--- src/rtl/push_pop_sequencer.sv ---
// Thumb PUSH/POP sequencer: one register transfer per cycle, then SP write-back.
// Define PUSH_POP_LR_PC_EN to honour the R bit (r14 on PUSH, r15 on POP).
module push_pop_sequencer #(
  parameter int WORD       = 32,
  parameter int ADDR_WIDTH = 4
) (
  input  logic                  clk_i,
  input  logic                  reset_i,
  input  logic                  start_i,
  input  logic                  is_pop_i,
  input  logic [7:0]            reg_list_i,
  input  logic                  lr_pc_bit_i,
  input  logic [WORD-1:0]       stack_pointer_i,
  input  logic                  stall_i,
  output logic                  busy_o,
  output logic                  stall_fetch_o,
  output logic [ADDR_WIDTH-1:0] reg_addr_o,
  output logic [WORD-1:0]       mem_addr_o,
  output logic                  mem_write_en_o,
  output logic                  mem_read_en_o,
  output logic                  reg_file_write_en_o,
  output logic                  sp_update_en_o,
  output logic [WORD-1:0]       sp_new_o,
  output logic                  pc_flush_o,
  output logic                  done_o
);

  typedef enum logic [1:0] {IDLE, XFER, SP_WB} state_t;

  state_t                state_q, state_d;
  logic [15:0]           mask_q, mask_d;
  logic [WORD-1:0]       addr_q, addr_d;
  logic [WORD-1:0]       sp_final_q, sp_final_d;
  logic                  upd_q, upd_d;
  logic                  flush_pend_q, flush_pend_d;
  logic                  pop_q, pop_d;
  logic [ADDR_WIDTH-1:0] reg_addr_q, reg_addr_d;
  logic [WORD-1:0]       mem_addr_q, mem_addr_d;
  logic                  we_q, we_d;
  logic                  re_q, re_d;
  logic                  rf_q, rf_d;
  logic                  spu_q, spu_d;
  logic [WORD-1:0]       sp_new_q, sp_new_d;
  logic                  done_q, done_d;
  logic                  flush_q, flush_d;

  logic                  r_bit;
  logic [15:0]           start_mask;
  logic [4:0]            n_regs;
  logic [5:0]            off6;
  logic [WORD-1:0]       offw;
  logic [WORD-1:0]       base;
  logic [WORD-1:0]       sp_fin;

  logic                  go;
  logic [15:0]           src_mask;
  logic [WORD-1:0]       src_addr;
  logic                  src_pop;
  logic [3:0]            first;

`ifdef PUSH_POP_LR_PC_EN
  assign r_bit = lr_pc_bit_i;
`else
  logic unused_r_bit;
  assign unused_r_bit = lr_pc_bit_i;
  assign r_bit        = 1'b0;
`endif

  function automatic logic [3:0] lowest(input logic [15:0] m);
    logic [3:0] r;
    r = '0;
    for (int i = 15; i >= 0; i--) begin
      if (m[i]) r = 4'(i);
    end
    return r;
  endfunction

  function automatic logic [4:0] popcnt(input logic [15:0] m);
    logic [4:0] c;
    c = '0;
    for (int i = 0; i < 16; i++) begin
      c = c + 5'(m[i]);
    end
    return c;
  endfunction

  assign start_mask = {r_bit & is_pop_i, r_bit & ~is_pop_i,
                       6'b0, reg_list_i};
  assign n_regs = popcnt(start_mask);
  assign off6   = {n_regs[3:0], 2'b00};
  assign offw   = {{(WORD-6){1'b0}}, off6};
  assign base   = is_pop_i ? stack_pointer_i
                           : stack_pointer_i - offw;
  assign sp_fin = is_pop_i ? stack_pointer_i + offw : base;

  always_comb begin
    state_d      = state_q;
    mask_d       = mask_q;
    addr_d       = addr_q;
    sp_final_d   = sp_final_q;
    upd_d        = upd_q;
    flush_pend_d = flush_pend_q;
    pop_d        = pop_q;
    reg_addr_d   = reg_addr_q;
    mem_addr_d   = mem_addr_q;
    we_d         = 1'b0;
    re_d         = 1'b0;
    rf_d         = 1'b0;
    spu_d        = 1'b0;
    sp_new_d     = sp_new_q;
    done_d       = 1'b0;
    flush_d      = 1'b0;
    go           = 1'b0;
    src_mask     = mask_q;
    src_addr     = addr_q;
    src_pop      = pop_q;

    unique case (state_q)
      IDLE: begin
        if (start_i) begin
          pop_d        = is_pop_i;
          sp_final_d   = sp_fin;
          upd_d        = |start_mask;
          flush_pend_d = start_mask[15];
          if (|start_mask) begin
            go       = 1'b1;
            src_mask = start_mask;
            src_addr = base;
            src_pop  = is_pop_i;
            state_d  = XFER;
          end else begin
            state_d  = SP_WB;
            done_d   = 1'b1;
            sp_new_d = '0;
          end
        end
      end
      XFER: begin
        if (!stall_i) begin
          if (|mask_q) begin
            go = 1'b1;
          end else begin
            state_d  = SP_WB;
            done_d   = 1'b1;
            spu_d    = upd_q;
            sp_new_d = upd_q ? sp_final_q : '0;
            flush_d  = flush_pend_q;
          end
        end
      end
      SP_WB: begin
        if (!stall_i) begin
          state_d    = IDLE;
          reg_addr_d = '0;
          mem_addr_d = '0;
          sp_new_d   = '0;
        end
      end
      default: state_d = IDLE;
    endcase

    // Outputs are registered, so the next transfer is presented one edge early.
    first = lowest(src_mask);
    if (go) begin
      reg_addr_d = ADDR_WIDTH'(first);
      mem_addr_d = src_addr;
      mask_d     = src_mask & ~(16'd1 << first);
      addr_d     = src_addr + WORD'(4);
      we_d       = ~src_pop;
      re_d       = src_pop;
      rf_d       = src_pop;
    end
  end

  always_ff @(posedge clk_i) begin
    if (reset_i) begin
      state_q      <= IDLE;
      mask_q       <= '0;
      addr_q       <= '0;
      sp_final_q   <= '0;
      upd_q        <= 1'b0;
      flush_pend_q <= 1'b0;
      pop_q        <= 1'b0;
      reg_addr_q   <= '0;
      mem_addr_q   <= '0;
      we_q         <= 1'b0;
      re_q         <= 1'b0;
      rf_q         <= 1'b0;
      spu_q        <= 1'b0;
      sp_new_q     <= '0;
      done_q       <= 1'b0;
      flush_q      <= 1'b0;
    end else begin
      state_q      <= state_d;
      mask_q       <= mask_d;
      addr_q       <= addr_d;
      sp_final_q   <= sp_final_d;
      upd_q        <= upd_d;
      flush_pend_q <= flush_pend_d;
      pop_q        <= pop_d;
      reg_addr_q   <= reg_addr_d;
      mem_addr_q   <= mem_addr_d;
      we_q         <= we_d;
      re_q         <= re_d;
      rf_q         <= rf_d;
      spu_q        <= spu_d;
      sp_new_q     <= sp_new_d;
      done_q       <= done_d;
      flush_q      <= flush_d;
    end
  end

  assign busy_o              = (state_q != IDLE);
  assign stall_fetch_o       = (start_i & (state_q == IDLE)) | busy_o;
  assign reg_addr_o          = reg_addr_q;
  assign mem_addr_o          = mem_addr_q;
  assign mem_write_en_o      = we_q;
  assign mem_read_en_o       = re_q;
  assign reg_file_write_en_o = rf_q;
  assign sp_update_en_o      = spu_q;
  assign sp_new_o            = sp_new_q;
  assign pc_flush_o          = flush_q;
  assign done_o              = done_q;

endmodule

--- config.mk ---
export PLATFORM = sky130hd
export DESIGN_NAME = push_pop_sequencer
export DESIGN_NICKNAME = d
export VERILOG_FILES = /design/src/rtl/push_pop_sequencer.sv
export SDC_FILE = /design/constraint.sdc
export NUM_CORES = 1
export LEC_CHECK = 0
export CAP_MARGIN = 15
export CORE_UTILIZATION = 35
export DETAILED_ROUTE_END_ITERATION = 10
export SYNTH_ARGS = -nofsm -noshare
export SYNTH_HDL_FRONTEND = slang
export SYNTH_SLANG_ARGS = --single-unit
--- constraint.sdc ---
create_clock -name clk_i -period 8.47 [get_ports clk_i]
set_input_delay 1.2705 -clock clk_i [delete_from_list [all_inputs] [get_ports clk_i]]
set_output_delay 1.2705 -clock clk_i [all_outputs]
set_load 0.02 [all_outputs]
==> results.yml, run 1 <==
outcome:
  status: "complete, no violations"
sta:
  final.setup_skew_ns: 0.00719
  worst_pin_slew_ns: 1.09
  rsz0062_at_grt: "no"
  setup_tns_ns: 0
  finalCritPeriodShare: 0.880
  min_period_ns: 7.46
  layout_setup_ws_ns: 1.01
  setup_viol: 0
  final-hold-violation-count: 0
  drv_slew: 0
  fmax_ghz: 0.134
  maxSlewHeadroom: 0.274
final_layout:
  multi_input_area_um2: 5110
  seqCellArea_um2: 3120
  num-fill-cells: 2468
  utilization: 0.440
  final_cell_area_um2: 10700
  insertedDiodeCount: 0
  nets: 1257
  areaGrowthSynthToFinish_pct: 23.5
  drive_gt1_frac: 0.0631
yosys:
  yosys.area.top_type_share: 0.360
  synth_common_cells: "nand2_1, dfxtp_1, a21oi_1"
  syn-cell-area_um2: 8660
  synthFlopType: "dfxtp_1"
  syn_avg_cell_area_um2: 7.74
  yosys.area.top_type: "dfxtp_1"
  synth_edf_count: 0
  yosysWarnings: 0
  netlist_instances: 1120
  ys_ff_latch: 156
  synth_most_common_cell: "nand2_1"
  synthTopCellsByArea: "dfxtp_1, nand2_1, a21oi_1, nor2_1, xnor2_1"
  synth_cell_types: 72
  synth_nets: 1186
  ys_seq_area_frac: 0.360
  ys_async_sr_fraction: 0
clocking:
  htreeDepth: 4
  post_cts_resized: 0
  clk_pin_slew_worst_paths_ns: 0.07
  clockBufferDepth: 2
  worstSkewPairLatency_ns: 0.43
  cts_hold_buf: 0
  cts_sinks: 156
  cts_tree: "done"
  postCtsSetupBuffers: 0
  cts-root-buf: "clkbuf_16"
  numCtsBuffers: 17
floorplanning:
  die_h_um: 159
  core_area_um2: 24300
  initial_core_util: 0.356
  die_w_um: 159
  io_pins: 122
  die-area_um2: 25400
  rows: 57
routing:
  wirelength_um: 25300
  first_pass_iters: 5
  vias: 8164
  drc_errors: 0
  drtIter0Drc: 400
  drt-wirelength-per-cell_um: 16.6
  drtAntennaViolNets: 0
  routed_via_density: 5.34
power_and_ir_drop:
  p_comb_frac: 0.267
  pwr-share-seq: 0.366
  clkPwrFrac: 0.367
  ir_drop_mv: 0.118
  p_int_uw: 1490
  switchingPower_uw: 760
  switching_share: 0.337
  power_leakage_uw: 0.00375
  power-per-cell-area_nw_per_um2: 211
critical_path:
  critical_path_class: "primary input to flip-flop"
  reg2reg_from: "state_q[0]"
  worstSetupStartpointType: "primary input"
  endpoint_kind: "flip-flop"
  cp.required_ns: 8.79
  path_max_fanout: 14
  arrival_ns: 7.78
  setup.worst_path.start: "reg_list_i[0]"
worst_hold_path:
  hold_start: "sp_final_q[15]"
  hp-class: "flip-flop to flip-flop"
global_route:
  antenna_found_initial: 0
  overflow: 0
  grt_pass1_vias: 7770
  grt_pass1_wl_um: 40700
  grt.total_usage: 0.199
  grt_max_degree: 62
place:
  dp_hpwl_um: 18200
  pre_cts_slack_ns: 0.651
  portBuffers: 119
  dpl_cell_area_um2: 10100
  routabilityCongestion: 0.871
job:
  cap_violations: 0
path summary, 6_finish.rpt:
check | endpoint | slack (ns) | cells after the start
setup reg to reg | addr_q[28] | 4.19 | 14
setup / recovery | addr_q[31] | 1.01 | 19
hold / removal | sp_final_q[15] | 0.45 | 2
hold reg to reg | sp_final_q[15] | 0.45 | 2
power by group through the flow:
| stage | Sequential, µW | Combinational, µW | Clock [µW] |
|---|---|---|---|
| after global routing | 833 | 662 | 879 |
| after floorplan | 855 | 391 | 0 |
| final | 825 | 601 | 828 |
| after detailed placement | 842 | 600 | 0 |
| after CTS | 826 | 604 | 846 |
| after global placement | 841 | 595 | 0 |
registers in the layout (all words and copies together) (netlist names):
name and count:
addr_q 32, sp_final_q 32, sp_update_en_o 1, reg_addr_o 4
mask_q 16, pop_q 1, sp_new_o 32, mem_write_en_o 1
mem_addr_o 32, done_o 1, upd_q 1, reg_file_write_en_o 1
state_q 2
worst max-delay path, cell delays in order:
cell and delay (ns):
clkdlybuf4s50_1 0.51, inv_1 0.12, fa_1 0.56, fa_1 0.43, fa_1 0.51, inv_1 0.05
ha_1 0.20, fa_1 0.57, inv_1 0.10, fa_1 0.47, nor2b_1 0.20, o21a_1 0.37
nor4_1 0.72, xnor2_1 0.23, o31ai_2 0.41, nand4_1 0.26, nor4_1 0.45, mux2i_1 0.14
a31o_1 0.19
logic make-up (layout without fill, tap and decap cells):
| group | count (synthesis) | after routing | synth area share |
|---|---|---|---|
| adder cells (fa/ha/maj) | 20 | 20 | 0.0341 |
| multiplexers | 10 | 10 | 0.0117 |
| other | 1 | 1 | 0.000433 |
| flip-flops | 156 | 156 | 0.360 |
| AND/OR/NAND/NOR | 454 | 454 | 0.249 |
| buffers and inverters | 115 | 199 | 0.0536 |
| XOR/XNOR | 70 | 70 | 0.0708 |
| AO/OA/AOI/OAI | 294 | 294 | 0.220 |
area by class of cell:
| type | count | area share |
|---|---|---|
| sequential | 156 | 0.292 |
| tap | 324 | 0.0379 |
| clock buffer | 17 | 0.0398 |
| clock inverter | 15 | 0.0191 |
| timing repair buffer | 136 | 0.123 |
| multi-input combinational | 849 | 0.477 |
| inverter | 31 | 0.0109 |
through the flow:
step	hold WS, ns	total power (µW)	instances
after floorplan	0.432	1250	1120
after global placement	0.437	1440	1496
after detailed placement	0.441	1440	1496
after CTS	0.454	2280	1528
after global routing	0.471	2370	1528
final	0.452	2250	1528
per-layer routing:
layer / wire, µm / up-vias / global-route usage
li1: - / 4108 / -
met1: 11400 / 3845 / 0.252
met3: 1050 / 19 / 0.0354
met2: 12600 / 192 / 0.352
met4: 244 / 0 / 0.0398
met5: 0 / - / 0
layout by cell type (no fill, tap or decap), drive strengths merged, types with 6 or more instances in the layout:
cell type and n:
or3 12, nor2 104, nand2 166, mux2i 9
a22oi 7, xnor2 44, nor3 27, a31oi 14
a22o 16, and3 9, inv 39, xor2 26
clkbuf 17, o31ai 10, nor2b 10, nand4 12
ha 14, o21ai 48, nand3 54, fa 6
buf 18, a21oi 105, nor4 19, nand2b 7
a211oi 32, dfxtp 156, clkdlybuf4s50 118, or4 12
Note: power is estimated with default switching activity, not from simulation.
==> run 2, diff against run 1 <==
--- a/config.mk
+++ b/config.mk
@@ -8,6 +8,7 @@
 export CAP_MARGIN = 15
 export CORE_UTILIZATION = 35
 export DETAILED_ROUTE_END_ITERATION = 10
+export GPL_ROUTABILITY_DRIVEN = 0
 export SYNTH_ARGS = -nofsm -noshare
 export SYNTH_HDL_FRONTEND = slang
 export SYNTH_SLANG_ARGS = --single-unit
==> run 2 against run 1 <==
Effect of this change: cell count about the same; power fell by 0.62%; critical path depth unchanged; fmax decreased by 0.14%.
==> results.yml, run 2 (synthesis results as in run 1) <==
final_layout:
  final_common_cell: "nand2_1"
  drive_gt1_frac: 0.0607
  multi_input_area_um2: 5110
  insertedDiodeCount: 0
  areaGrowthSynthToFinish_pct: 23.2
  final_cell_area_um2: 10700
  num-fill-cells: 2483
  mostFrequentLayoutCells: "nand2_1, dfxtp_1, clkdlybuf4s50_1, a21oi_1, nor2_1"
  seqCellArea_um2: 3120
  utilization: 0.439
  nets: 1256
floorplanning:
  core_area_um2: 24300
  die_w_um: 159
  io_pins: 122
  rows: 57
  die-area_um2: 25400
  die_h_um: 159
  initial_core_util: 0.356
sta:
  setup_viol: 0
  worst_pin_slew_ns: 1.08
  min_period_ns: 7.47
  maxSlewHeadroom: 0.278
  layout_setup_ws_ns: 1.00
  setup_tns_ns: 0
  final-hold-violation-count: 0
  finalCritPeriodShare: 0.882
  drv_slew: 0
  final.setup_skew_ns: 0.0114
  hold_ws_ns: 0.448
  rsz0062_at_grt: "no"
  fmax_ghz: 0.134
worst_hold_path:
  hp-class: "flip-flop to flip-flop"
  hold_end: "sp_new_o[2]"
  hold_start: "sp_new_o[2]"
  whs_path_depth: 2
clocking:
  post_cts_resized: 0
  worstSkewPairLatency_ns: 0.44
  numCtsBuffers: 17
  postCtsSetupBuffers: 0
  clk_pin_slew_worst_paths_ns: 0.07
  cts_sinks: 156
  cts_hold_buf: 0
  htreeDepth: 4
  cts_tree: "done"
  clockBufferDepth: 2
  cts-root-buf: "clkbuf_16"
critical_path:
  slowest_delay_ns: 0.70
  cp.required_ns: 8.80
  endpoint_kind: "flip-flop"
  reg2reg_from: "state_q[0]"
  crit_slowest_cell: "nor4_1"
  r2r_setup_slack_ns: 4.12
  worstSetupStartpointType: "primary input"
  critical_path_class: "primary input to flip-flop"
  cp_common_cell: "fa_1"
  r2r_end: "addr_q[31]"
  arrival_ns: 7.80
  path_cells: "clkdlybuf4s50_1, inv_1, fa_1, fa_1, fa_1, inv_1, ha_1, fa_1, inv_1, fa_1, nor2b_1, o21a_1, nor4_1, xnor2_1, o31ai_2, nand4_1, nor4_1, mux2i_1, a31o_1"
  path_max_fanout: 14
  reg2reg_depth: 10
power_and_ir_drop:
  power-per-cell-area_nw_per_um2: 210
  power_leakage_uw: 0.00373
  ir_drop_mv: 0.120
routing:
  drt-wirelength-per-cell_um: 16.8
  drc_errors: 0
  routed_via_density: 5.44
  wirelength_um: 25700
  drtAntennaViolNets: 0
  first_pass_iters: 5
  drtIter0Drc: 567
  vias: 8314
global_route:
  grt.total_usage: 0.203
  grt_pass1_vias: 7905
  antenna_found_initial: 0
  grt_max_degree: 71
  grt_pass1_wl_um: 41600
  overflow: 0
place:
  portBuffers: 119
  dpl_cell_area_um2: 10100
  dp_hpwl_um: 18200
  pre_cts_slack_ns: 0.716
job:
  cap_violations: 0
outcome:
  status: "complete, no violations"
-- run 2: worst max-delay path, delay by kind of cell --
family / cells / cell delay, ns
AND/OR/NAND/NOR: 4 / 1.66
XOR/XNOR: 1 / 0.23
adder cells (fa/ha/maj): 6 / 2.76
multiplexers: 1 / 0.15
AO/OA/AOI/OAI: 3 / 0.97
buffers and inverters: 4 / 0.76
-- run 2: layout make-up --
| type | count | area share |
|---|---|---|
| inverter | 31 | 0.0109 |
| sequential | 156 | 0.293 |
| tap | 324 | 0.0380 |
| clock inverter | 12 | 0.0152 |
| clock buffer | 20 | 0.0419 |
| multi-input combinational | 849 | 0.479 |
| timing repair buffer | 135 | 0.123 |
-- run 2: worst max-delay path by stage --
stage | from | endpoint | slack, ns | depth (start not counted)
finish | reg_list_i[0] | addr_q[31] | 1.00 | 19
global route | reg_list_i[0] | addr_q[31] | 0.72 | 19
CTS | reg_list_i[0] | addr_q[31] | 1.11 | 19
detailed placement | reg_list_i[0] | addr_q[31] | 0.72 | 19
global placement | reg_list_i[0] | addr_q[31] | 0.78 | 19
floorplan | reg_list_i[0] | addr_q[30] | 1.94 | 18
-- run 2: metrics by stage --
step | cells | total power [µW]
detailed placement | 1495 | 1440
CTS | 1527 | 2250
global route | 1527 | 2360
finish | 1527 | 2240
global placement | 1495 | 1430
floorplan | 1120 | 1250
-- run 2: power by group --
group          internal (µW)  switching [µW]  total [µW]
Sequential               791            34.2         825
Combinational            225             379         604
Clock                    475             335         811
Total                   1490             748        2240
-- run 2: routing by layer --
layer  wire (µm)  track usage  share of wire
met1       11500        0.259           0.45
met2       12600        0.345           0.49
met3        1220       0.0443          0.048
met4         329       0.0511          0.013
met5           0            0              0
==> run 3, diff against run 2 <==
--- a/config.mk
+++ b/config.mk
@@ -6,9 +6,11 @@
 export NUM_CORES = 1
 export LEC_CHECK = 0
 export CAP_MARGIN = 15
-export CORE_UTILIZATION = 35
+export CELL_PAD_IN_SITES_DETAIL_PLACEMENT = 0
+export CELL_PAD_IN_SITES_GLOBAL_PLACEMENT = 2
+export CORE_UTILIZATION = 32
 export DETAILED_ROUTE_END_ITERATION = 10
-export GPL_ROUTABILITY_DRIVEN = 0
+export PLACE_DENSITY_LB_ADDON = 0.1
 export SYNTH_ARGS = -nofsm -noshare
 export SYNTH_HDL_FRONTEND = slang
 export SYNTH_SLANG_ARGS = --single-unit
==> run 3 against run 2 <==
Effect of this change: the run now ends with design-rule violations left; critical path type unchanged; largest cell class unchanged; wire length up 5.8%; worst hold slack improved by 0.0025 ns; via count is 1.9% lower; sequential share of layout area is 0.058 points lower.
==> results.yml, run 3 (synthesis results as in run 1) <==
routing:
  vias: 8156
  drtAntennaViolNets: 0
  drc_errors: 5
  routed_via_density: 5.29
  wirelength_um: 27200
  drtIter0Drc: 502
  first_pass_iters: 7
  drt-wirelength-per-cell_um: 17.6
sta:
  worst_pin_slew_ns: 1.07
  finalCritPeriodShare: 0.868
  min_period_ns: 7.36
  fmax_ghz: 0.136
  maxSlewHeadroom: 0.289
  drv_slew: 0
  final-hold-violation-count: 0
  setup_viol: 0
  final.setup_skew_ns: 0.0138
  rsz0062_at_grt: "no"
  setup_tns_ns: 0
  layout_setup_ws_ns: 1.11
clocking:
  postCtsSetupBuffers: 0
  cts_sinks: 156
  worstSkewPairLatency_ns: 0.43
  numCtsBuffers: 17
  cts_hold_buf: 0
  cts-root-buf: "clkbuf_16"
  clk_pin_slew_worst_paths_ns: 0.07
  htreeDepth: 4
  cts_tree: "done"
  post_cts_resized: 0
  clockBufferDepth: 2
power_and_ir_drop:
  pwr-share-seq: 0.375
  power_leakage_uw: 0.00375
  switching_share: 0.346
  switchingPower_uw: 761
  p_comb_frac: 0.278
  ir_drop_mv: 0.0899
  clkPwrFrac: 0.347
  p_int_uw: 1440
  power-per-cell-area_nw_per_um2: 206
worst_hold_path:
  hold_end: "sp_new_o[2]"
  hp-class: "flip-flop to flip-flop"
  hold_start: "sp_new_o[2]"
  whs_path_depth: 2
critical_path:
  worstSetupStartpointType: "primary input"
  cp.required_ns: 8.79
  r2r_end: "addr_q[30]"
  endpoint_kind: "flip-flop"
  reg2reg_depth: 11
  r2r_setup_slack_ns: 4.17
  path_max_fanout: 13
  arrival_ns: 7.67
  critical_path_class: "primary input to flip-flop"
  setup.worst_path.start: "reg_list_i[0]"
  reg2reg_from: "state_q[0]"
final_layout:
  insertedDiodeCount: 0
  final_cell_area_um2: 10700
  seqCellArea_um2: 3120
  mostFrequentLayoutCells: "nand2_1, dfxtp_1, clkdlybuf4s50_1, a21oi_1, nor2_1"
  num-fill-cells: 2834
  multi_input_area_um2: 5110
  nets: 1261
  layoutNonFillerInstCount: 1543
  areaGrowthSynthToFinish_pct: 23.4
  final_common_cell: "nand2_1"
  utilization: 0.407
  drive_gt1_frac: 0.0671
global_route:
  grt_max_degree: 69
  grt.total_usage: 0.197
  overflow: 0
  grt_pass1_vias: 7846
  grt_pass1_wl_um: 43500
  antenna_found_initial: 0
floorplanning:
  initial_core_util: 0.330
  rows: 59
  die_h_um: 167
  io_pins: 122
  core_area_um2: 26300
  die_w_um: 167
  die-area_um2: 27700
outcome:
  status: "finished, violations left"
  violations: "design-rule violations"
place:
  dpl_cell_area_um2: 10100
  dpl.cell_count: 1511
  routabilityCongestion: 0.811
  portBuffers: 119
  dp_hpwl_um: 19500
  pre_cts_slack_ns: 0.729
job:
  cap_violations: 0
## run 3: cell types whose count changed in the layout (fill, tap and decap cells not counted)
cell,change
inv_6,-1
nand2_2,+1
buf_4,+5
clkinv_2,+2
inv_8,+2
clkinvlp_4,-2
bufinv_16,-2
nand2_1,-1
clkbuf_1,-2
clkinv_4,+3
## run 3: area by class of cell
class / count / share of cell area
multi-input cells: 849 / 0.478
inverters: 31 / 0.0109
flip-flops and latches: 156 / 0.292
repair buffers: 140 / 0.126
well taps: 335 / 0.0392
clock buffers: 18 / 0.0411
clock inverters: 14 / 0.0129
## run 3: how the worst max path moves through the flow
stage          slack, ns  cells past startpoint          to
3_5_place_dp        0.73                     19  addr_q[31]
5_1_grt             0.66                     20  addr_q[30]
6_report            1.11                     20  addr_q[31]
2_1_floorplan       1.94                     18  addr_q[30]
3_3_place_gp        0.73                     20  addr_q[31]
4_1_cts             1.13                     20  addr_q[31]
## run 3: per-layer routing
layer | track usage | up-vias | wire, µm | share of wire
met5 | 0 | - | 0 | 0
met4 | 0.0503 | 0 | 387 | 0.014
met3 | 0.0304 | 16 | 701 | 0.026
met2 | 0.342 | 115 | 13400 | 0.49
met1 | 0.252 | 3904 | 12600 | 0.47
li1 | - | 4121 | - | -
## run 3: per-stage QoR
stage / hold WS (ns) / power [µW]
global placement: 0.437 / 1460
detailed placement: 0.441 / 1460
finish: 0.451 / 2200
floorplan: 0.432 / 1250
CTS: 0.453 / 2230
global route: 0.469 / 2330
## run 3: critical path, stage by stage
cell and delay, ns:
clkdlybuf4s50_1 0.52, inv_1 0.11, fa_1 0.56, fa_1 0.43, fa_1 0.45, inv_1 0.07
ha_1 0.17, a21o_1 0.11, and2_1 0.19, inv_1 0.06, ha_1 0.23, or3_1 0.50
or4_4 0.68, or4_4 0.53, xnor2_1 0.28, o211ai_1 0.15, or3_1 0.55, nor4_1 0.47
mux2i_1 0.13, a31o_1 0.19
## run 3: power groups by stage
stage | clock [µW] | combinational [µW] | sequential (µW)
final | 763 | 611 | 826
after global routing | 817 | 684 | 833
after CTS | 787 | 621 | 826
after detailed placement | 0 | 617 | 843
after global placement | 0 | 618 | 842
after floorplan | 0 | 391 | 855
